[src/rtl/cart_bus_master_if.sv]
// CPU request/response channel plus Game Boy cartridge pins, grouped for cart_bus_master.
// The master modport is the bus cycle generator; slave is the CPU + cartridge side.
interface cart_bus_master_if;
  logic        req_valid;
  logic        req_ready;
  logic        req_write;
  logic [15:0] req_addr;
  logic [7:0]  req_wdata;
  logic        rsp_valid;
  logic [7:0]  rsp_rdata;
  logic        rsp_err;
  logic [15:0] cart_a;
  logic [7:0]  cart_d_out;
  logic        cart_d_oe;
  logic [7:0]  cart_d_in;
  logic        cart_n_rd;
  logic        cart_n_wr;
  logic        cart_n_cs;

  modport master (
    input  req_valid, req_write, req_addr, req_wdata, cart_d_in,
    output req_ready, rsp_valid, rsp_rdata, rsp_err,
    output cart_a, cart_d_out, cart_d_oe, cart_n_rd, cart_n_wr, cart_n_cs
  );

  modport slave (
    output req_valid, req_write, req_addr, req_wdata, cart_d_in,
    input  req_ready, rsp_valid, rsp_rdata, rsp_err,
    input  cart_a, cart_d_out, cart_d_oe, cart_n_rd, cart_n_wr, cart_n_cs
  );
endinterface

[src/rtl/cart_bus_master.sv]
// Cartridge bus cycle generator: one CPU request becomes a SETUP/STROBE/HOLD pin sequence.
// Every pin and response output comes straight from a flop.
module cart_bus_master #(
  parameter int unsigned SETUP_CYC  = 1,
  parameter int unsigned STROBE_CYC = 4,
  parameter int unsigned HOLD_CYC   = 1
) (
  input  logic               clk,
  input  logic               n_rst,
  cart_bus_master_if.master  bus
);

  typedef enum logic [1:0] {IDLE, SETUP, STROBE, HOLD} state_t;

  localparam logic [3:0]  SETUP_LOAD  = 4'(SETUP_CYC - 1);
  localparam logic [3:0]  STROBE_LOAD = 4'(STROBE_CYC - 1);
  localparam logic [3:0]  HOLD_LOAD   = 4'(HOLD_CYC - 1);
  localparam logic [15:0] CART_TOP    = 16'hBFFF;
  localparam logic [15:0] SRAM_BASE   = 16'hA000;

  state_t      state_reg, state_next;
  logic [3:0]  cnt_reg, cnt_next;
  logic        write_reg, write_next;
  logic        req_ready_reg, req_ready_next;
  logic        rsp_valid_reg, rsp_valid_next;
  logic        rsp_err_reg, rsp_err_next;
  logic [7:0]  rsp_rdata_reg, rsp_rdata_next;
  logic [15:0] cart_a_reg, cart_a_next;
  logic [7:0]  cart_d_out_reg, cart_d_out_next;
  logic        cart_d_oe_reg, cart_d_oe_next;
  logic        cart_n_rd_reg, cart_n_rd_next;
  logic        cart_n_wr_reg, cart_n_wr_next;
  logic        cart_n_cs_reg, cart_n_cs_next;
  logic        accept;

  assign accept = bus.req_valid && req_ready_reg;

  always_ff @(posedge clk) begin
    if (!n_rst) begin
      state_reg      <= IDLE;
      cnt_reg        <= 4'd0;
      write_reg      <= 1'b0;
      req_ready_reg  <= 1'b1;
      rsp_valid_reg  <= 1'b0;
      rsp_err_reg    <= 1'b0;
      rsp_rdata_reg  <= 8'hFF;
      cart_a_reg     <= 16'h0000;
      cart_d_out_reg <= 8'h00;
      cart_d_oe_reg  <= 1'b0;
      cart_n_rd_reg  <= 1'b1;
      cart_n_wr_reg  <= 1'b1;
      cart_n_cs_reg  <= 1'b1;
    end else begin
      state_reg      <= state_next;
      cnt_reg        <= cnt_next;
      write_reg      <= write_next;
      req_ready_reg  <= req_ready_next;
      rsp_valid_reg  <= rsp_valid_next;
      rsp_err_reg    <= rsp_err_next;
      rsp_rdata_reg  <= rsp_rdata_next;
      cart_a_reg     <= cart_a_next;
      cart_d_out_reg <= cart_d_out_next;
      cart_d_oe_reg  <= cart_d_oe_next;
      cart_n_rd_reg  <= cart_n_rd_next;
      cart_n_wr_reg  <= cart_n_wr_next;
      cart_n_cs_reg  <= cart_n_cs_next;
    end
  end

  always_comb begin
    state_next      = state_reg;
    cnt_next        = cnt_reg;
    write_next      = write_reg;
    rsp_valid_next  = 1'b0;
    rsp_err_next    = 1'b0;
    rsp_rdata_next  = rsp_rdata_reg;
    cart_a_next     = cart_a_reg;
    cart_d_out_next = cart_d_out_reg;
    cart_d_oe_next  = cart_d_oe_reg;
    cart_n_rd_next  = cart_n_rd_reg;
    cart_n_wr_next  = cart_n_wr_reg;
    cart_n_cs_next  = cart_n_cs_reg;

    unique case (state_reg)
      IDLE: begin
        if (accept) begin
          if (bus.req_addr <= CART_TOP) begin
            state_next     = SETUP;
            cnt_next       = SETUP_LOAD;
            write_next     = bus.req_write;
            cart_a_next    = bus.req_addr;
            cart_n_cs_next = !(bus.req_addr >= SRAM_BASE);
            if (bus.req_write) begin
              cart_d_out_next = bus.req_wdata;
              cart_d_oe_next  = 1'b1;
            end
          end else begin
            // Outside the cartridge window: answer immediately, pins untouched.
            rsp_valid_next = 1'b1;
            rsp_err_next   = 1'b1;
            rsp_rdata_next = 8'hFF;
          end
        end
      end
      SETUP: begin
        if (cnt_reg == 4'd0) begin
          state_next     = STROBE;
          cnt_next       = STROBE_LOAD;
          cart_n_rd_next = write_reg;
          cart_n_wr_next = !write_reg;
        end else begin
          cnt_next = cnt_reg - 4'd1;
        end
      end
      STROBE: begin
        if (cnt_reg == 4'd0) begin
          state_next     = HOLD;
          cnt_next       = HOLD_LOAD;
          cart_n_rd_next = 1'b1;
          cart_n_wr_next = 1'b1;
          // Data is captured at the edge that closes the last strobe cycle.
          if (!write_reg) begin
            rsp_rdata_next = bus.cart_d_in;
          end
        end else begin
          cnt_next = cnt_reg - 4'd1;
        end
      end
      HOLD: begin
        if (cnt_reg == 4'd0) begin
          state_next     = IDLE;
          rsp_valid_next = 1'b1;
          cart_n_cs_next = 1'b1;
          cart_d_oe_next = 1'b0;
        end else begin
          cnt_next = cnt_reg - 4'd1;
        end
      end
      default: state_next = IDLE;
    endcase
  end

  // Registered ready, so the CPU side sees no decode of the state vector.
  assign req_ready_next = (state_next == IDLE);

  assign bus.req_ready  = req_ready_reg;
  assign bus.rsp_valid  = rsp_valid_reg;
  assign bus.rsp_err    = rsp_err_reg;
  assign bus.rsp_rdata  = rsp_rdata_reg;
  assign bus.cart_a     = cart_a_reg;
  assign bus.cart_d_out = cart_d_out_reg;
  assign bus.cart_d_oe  = cart_d_oe_reg;
  assign bus.cart_n_rd  = cart_n_rd_reg;
  assign bus.cart_n_wr  = cart_n_wr_reg;
  assign bus.cart_n_cs  = cart_n_cs_reg;

endmodule

[src/flat_wrapper.sv]
// flat-port wrapper written by rule: the top's interface ports become plain ports
module cart_bus_master_flat 
#(
  parameter int unsigned SETUP_CYC  = 1,
  parameter int unsigned STROBE_CYC = 4,
  parameter int unsigned HOLD_CYC   = 1
)
  (clk, n_rst, bus_req_valid, bus_req_write, bus_req_addr, bus_req_wdata, bus_cart_d_in, bus_req_ready, bus_rsp_valid, bus_rsp_rdata, bus_rsp_err, bus_cart_a, bus_cart_d_out, bus_cart_d_oe, bus_cart_n_rd, bus_cart_n_wr, bus_cart_n_cs);
  cart_bus_master_if bus_i ();
  input  logic clk;
  input  logic n_rst;
  input wire logic [$bits(bus_i.req_valid)-1:0] bus_req_valid;
  input wire logic [$bits(bus_i.req_write)-1:0] bus_req_write;
  input wire logic [$bits(bus_i.req_addr)-1:0] bus_req_addr;
  input wire logic [$bits(bus_i.req_wdata)-1:0] bus_req_wdata;
  input wire logic [$bits(bus_i.cart_d_in)-1:0] bus_cart_d_in;
  output wire logic [$bits(bus_i.req_ready)-1:0] bus_req_ready;
  output wire logic [$bits(bus_i.rsp_valid)-1:0] bus_rsp_valid;
  output wire logic [$bits(bus_i.rsp_rdata)-1:0] bus_rsp_rdata;
  output wire logic [$bits(bus_i.rsp_err)-1:0] bus_rsp_err;
  output wire logic [$bits(bus_i.cart_a)-1:0] bus_cart_a;
  output wire logic [$bits(bus_i.cart_d_out)-1:0] bus_cart_d_out;
  output wire logic [$bits(bus_i.cart_d_oe)-1:0] bus_cart_d_oe;
  output wire logic [$bits(bus_i.cart_n_rd)-1:0] bus_cart_n_rd;
  output wire logic [$bits(bus_i.cart_n_wr)-1:0] bus_cart_n_wr;
  output wire logic [$bits(bus_i.cart_n_cs)-1:0] bus_cart_n_cs;
  assign bus_i.req_valid = bus_req_valid;
  assign bus_i.req_write = bus_req_write;
  assign bus_i.req_addr = bus_req_addr;
  assign bus_i.req_wdata = bus_req_wdata;
  assign bus_i.cart_d_in = bus_cart_d_in;
  assign bus_req_ready = bus_i.req_ready;
  assign bus_rsp_valid = bus_i.rsp_valid;
  assign bus_rsp_rdata = bus_i.rsp_rdata;
  assign bus_rsp_err = bus_i.rsp_err;
  assign bus_cart_a = bus_i.cart_a;
  assign bus_cart_d_out = bus_i.cart_d_out;
  assign bus_cart_d_oe = bus_i.cart_d_oe;
  assign bus_cart_n_rd = bus_i.cart_n_rd;
  assign bus_cart_n_wr = bus_i.cart_n_wr;
  assign bus_cart_n_cs = bus_i.cart_n_cs;
  cart_bus_master #(.SETUP_CYC(SETUP_CYC), .STROBE_CYC(STROBE_CYC), .HOLD_CYC(HOLD_CYC)) u_core (.clk(clk), .n_rst(n_rst), .bus(bus_i));
endmodule
[config.mk]
export PLATFORM = sky130hd
export DESIGN_NAME = cart_bus_master_flat
export DESIGN_NICKNAME = d
export VERILOG_FILES = /design/src/rtl/cart_bus_master_if.sv /design/src/rtl/cart_bus_master.sv /design/src/flat_wrapper.sv
export SDC_FILE = /design/constraint.sdc
export NUM_CORES = 1
export LEC_CHECK = 0
export ABC_AREA = 1
export CAP_MARGIN = 5
export CORE_ASPECT_RATIO = 0.7
export CORE_UTILIZATION = 37
export CTS_BUF_LIST = sky130_fd_sc_hd__clkbuf_2 sky130_fd_sc_hd__clkbuf_4 sky130_fd_sc_hd__clkbuf_8
export CTS_CLUSTER_DIAMETER = 120
export CTS_CLUSTER_SIZE = 20
export DETAILED_ROUTE_END_ITERATION = 6
export PLACE_DENSITY = 0.81
export SKIP_LAST_GASP = 1
export SLEW_MARGIN = 20
export SYNTH_ARGS = -nofsm -noshare
export SYNTH_HDL_FRONTEND = slang
export SYNTH_SLANG_ARGS = --single-unit
[constraint.sdc]
create_clock -name clk -period 2.1 [get_ports clk]
set_input_delay 0.42 -clock clk [delete_from_list [all_inputs] [get_ports clk]]
set_output_delay 0.42 -clock clk [all_outputs]
set_load 0.02 [all_outputs]
==> run_results.csv <==
group,metric,value,unit
global_route,grt_use_total,17.4,%
timing,timing.fmax,592,MHz
setup_path,crit_buf_inv,1,
final_layout,fin_area,2900,µm²
setup_path,cpPeakStageDelay,0.61,ns
place,placed_area,2800,µm²
cts,clk_pin_slew,0.09,ns
cts,hold_buffers,0,
yosys,yosys_register_bits,46,
timing,fin_crit,1.69,ns
final_layout,register_area,921,µm²
setup_path,crit_start,"u_core.bus.rsp_rdata[1]",
setup_path,r2r-start,"u_core.state_reg[1]",
timing,finalWorstSetupSlack,0.410,ns
routing,routed_wl,4.71,mm
power,peakVddDrop,0.571,mV
yosys,yosysTopAreaCell,"dfxtp_1",
yosys,synthFlopType,"dfxtp_1",
power,combPwrFrac,51.5,%
setup_path,r2r_slack,0.43,ns
power,power_density,1320,nW/µm²
cts,cts_buffers,5,
die,num_rows,22,
final_layout,fill_cells,496,
die,io_pins,75,
power,leakagePower,1.24,nW
yosys,synth_edf_count,0,
cts,clock-sinks,46,
routing,drtIter0Drc,84,
place,dpl.cell_count,398,
setup_path,cp_slowest_cell,"clkdlybuf4s50_1",
setup_path,start_kind,"flip-flop",
worst_hold_path,hold_depth,2,
timing,rsz0062_at_grt,"false",
final_layout,largest_reg_flops,16,
global_route,grt_max_degree,25,
final_layout,layout.cells.non_filler,406,
timing,hold_viol_final,0,
yosys,syn_inst,256,
global_route,grt_pass1_vias,1753,
final_layout,multi_input_area,937,µm²
setup_path,r2r_cells,8,
status,status,"complete, no violations",
final_layout,mostFrequentLayoutCells,"74 x clkdlybuf4s50_1, 56 x nor2_1, 46 x dfxtp_1, 30 x nand2_1, 27 x o21ai_0",
die,fp.dieArea,5720,µm²
routing,vias,1916,
place,routabilityCongestion,0.891,
timing,slew_viol_final,0,
timing,setup_viol,0,
power,p_seq_share,33.7,%
power,power_switching,0.00160,W
job,max_cap_viol_count,0,
yosys,yosys_warnings,0,
setup_path,crit_arrival,1.27,ns
worst_hold_path,hp-class,"reg -> reg",
cts,clk_latency,0.30,ns
yosys,yosysSeqAreaShare,45.9,%
power,clkPwrFrac,14.8,%
cts,cts_buffer_depth,2,
global_route,antenna_found_initial,0,
final_layout,mostFrequentLayoutCell,"clkdlybuf4s50_1",
cts,cts_tree,"yes",
die,die_w,90,µm
final_layout,syn2layout_area_growth,44.4,%
place,dp_hpwl,3.63,mm
final_layout,insertedDiodeCount,0,
timing,tns,0,ns
final_layout,fin_nets,376,
routing,drc,0,
routing,routedWlPerCell,11.6,µm
setup_path,crit_chain,"clkdlybuf4s50_1",
yosys,ys_types,27,
setup_path,worstSetupPathType,"reg -> out",
yosys,async_reset_ff_share,0,%
setup_path,crit_fanout,2,
die,start_util,38.3,%
yosys,avgSynthCellArea,7.83,µm²
yosys,synthTopCellsByArea,"dfxtp_1 46%, nor2_1 10%, o21ai_0 6.7%",
power,p_sw_share,42.1,%
setup_path,endpoint_kind,"output pin",
power,p_int,0.00220,W
global_route,gr-total-overflow,0,
setup_path,cp_data_required_time,1.68,ns
routing,first_pass_iters,4,
place,post-place-ws,0.266,ns
timing,fin_crit_sh,80.5,%
place,portBuffers,74,
yosys,synth_top_area_share,45.9,%
timing,relSlewSlack,79.0,%
setup_path,cpLargestDelayFamily,"buffers and inverters",
worst_hold_path,min_from,"u_core.bus.rsp_rdata[6]",
cts,post_cts_buffers,0,
final_layout,layout-drive-gt1-share,7.78,%
die,die_y,63.6,µm
cts,root_buffer,"clkbuf_8",
global_route,grt_pass1_wl,8.10,mm
worst_hold_path,min_to,"u_core.bus.rsp_rdata[6]",
timing,tightest_slew,0.315,ns
die,coreArea,5230,µm²
yosys,netlist_area,2010,µm²
cts,cts_max_level,2,
yosys,syn-num-nets,299,
routing,post_drt_via_cell_ratio,4.72,
setup_path,r2r-end,"u_core.bus.rsp_rdata[6]",
routing,antenna_left,0,
timing,fin_skew,0.00799,ns
cts,cts.repair.resized,0,
worst max path at each step:
stage,endpoint,slack (ns),cells after the start
CTS,bus_cart_n_wr,0.39,1
global placement,u_core.bus.rsp_rdata[7],0.31,8
finish,bus_rsp_rdata[1],0.41,1
global route,u_core.bus.rsp_rdata[6],0.27,8
floorplan,u_core.bus.rsp_rdata[0],0.62,8
detailed placement,u_core.bus.rsp_rdata[5],0.27,8
power groups by stage:
stage | clock network [W] | registers (W) | logic (W)
final | 0.000565 | 0.00128 | 0.00196
after global routing | 0.000622 | 0.00132 | 0.00216
after CTS | 0.000577 | 0.00128 | 0.00197
after detailed placement | 0 | 0.00130 | 0.00197
after global placement | 0 | 0.00130 | 0.00193
after floorplan | 0 | 0.00155 | 0.00101
through the flow:
stage / power, W / utilization, % / hold slack, ns
2_1_floorplan: 0.00256 / - / 0.445
3_3_place_gp: 0.00322 / 53.6 / 0.454
3_5_place_dp: 0.00326 / 53.6 / 0.460
4_1_cts: 0.00383 / 55.4 / 0.481
5_1_grt: 0.00410 / 55.4 / 0.509
6_report: 0.00381 / 55.4 / 0.482
routing by layer:
| metal | GRT usage (%) | share of wire, % | wire [µm] | vias up |
|---|---|---|---|---|
| li1 | - | - | - | 987 |
| met1 | 24.0 | 49 | 2310 | 862 |
| met2 | 26.7 | 44 | 2090 | 62 |
| met3 | 4.95 | 6.1 | 287 | 5 |
| met4 | 3.83 | 0.49 | 23 | 0 |
| met5 | 0 | 0 | 0 | - |
layout make-up:
type,instances,share of cell area (%)
clock buffer,5,2.38
sequential,46,31.8
multi-input combinational,180,32.4
timing repair buffer,77,26.4
inverter,23,3.11
tap,72,3.11
clock inverter,3,0.864
cell usage after synthesis (2+ instances only):
cell,n
o21ai_1,5
nor2_1,56
o21ai_0,27
a21oi_1,8
nand3_1,23
dfxtp_1,46
nand2_2,3
inv_1,18
ha_1,7
buf_6,4
clkbuf_1,2
o211ai_1,10
inv_2,2
nand2_1,30
nand2_4,3
cell families after synthesis:
group	count (synthesis)	share of synthesized area, %
AO/OA/AOI/OAI	51	14.2
adder cells (fa/ha/maj)	7	4.37
AND/OR/NAND/NOR	121	27.8
buffers and inverters	30	7.36
flip-flops	46	45.9
XOR/XNOR	1	0.437
Note: power is estimated with default switching activity, not from simulation.
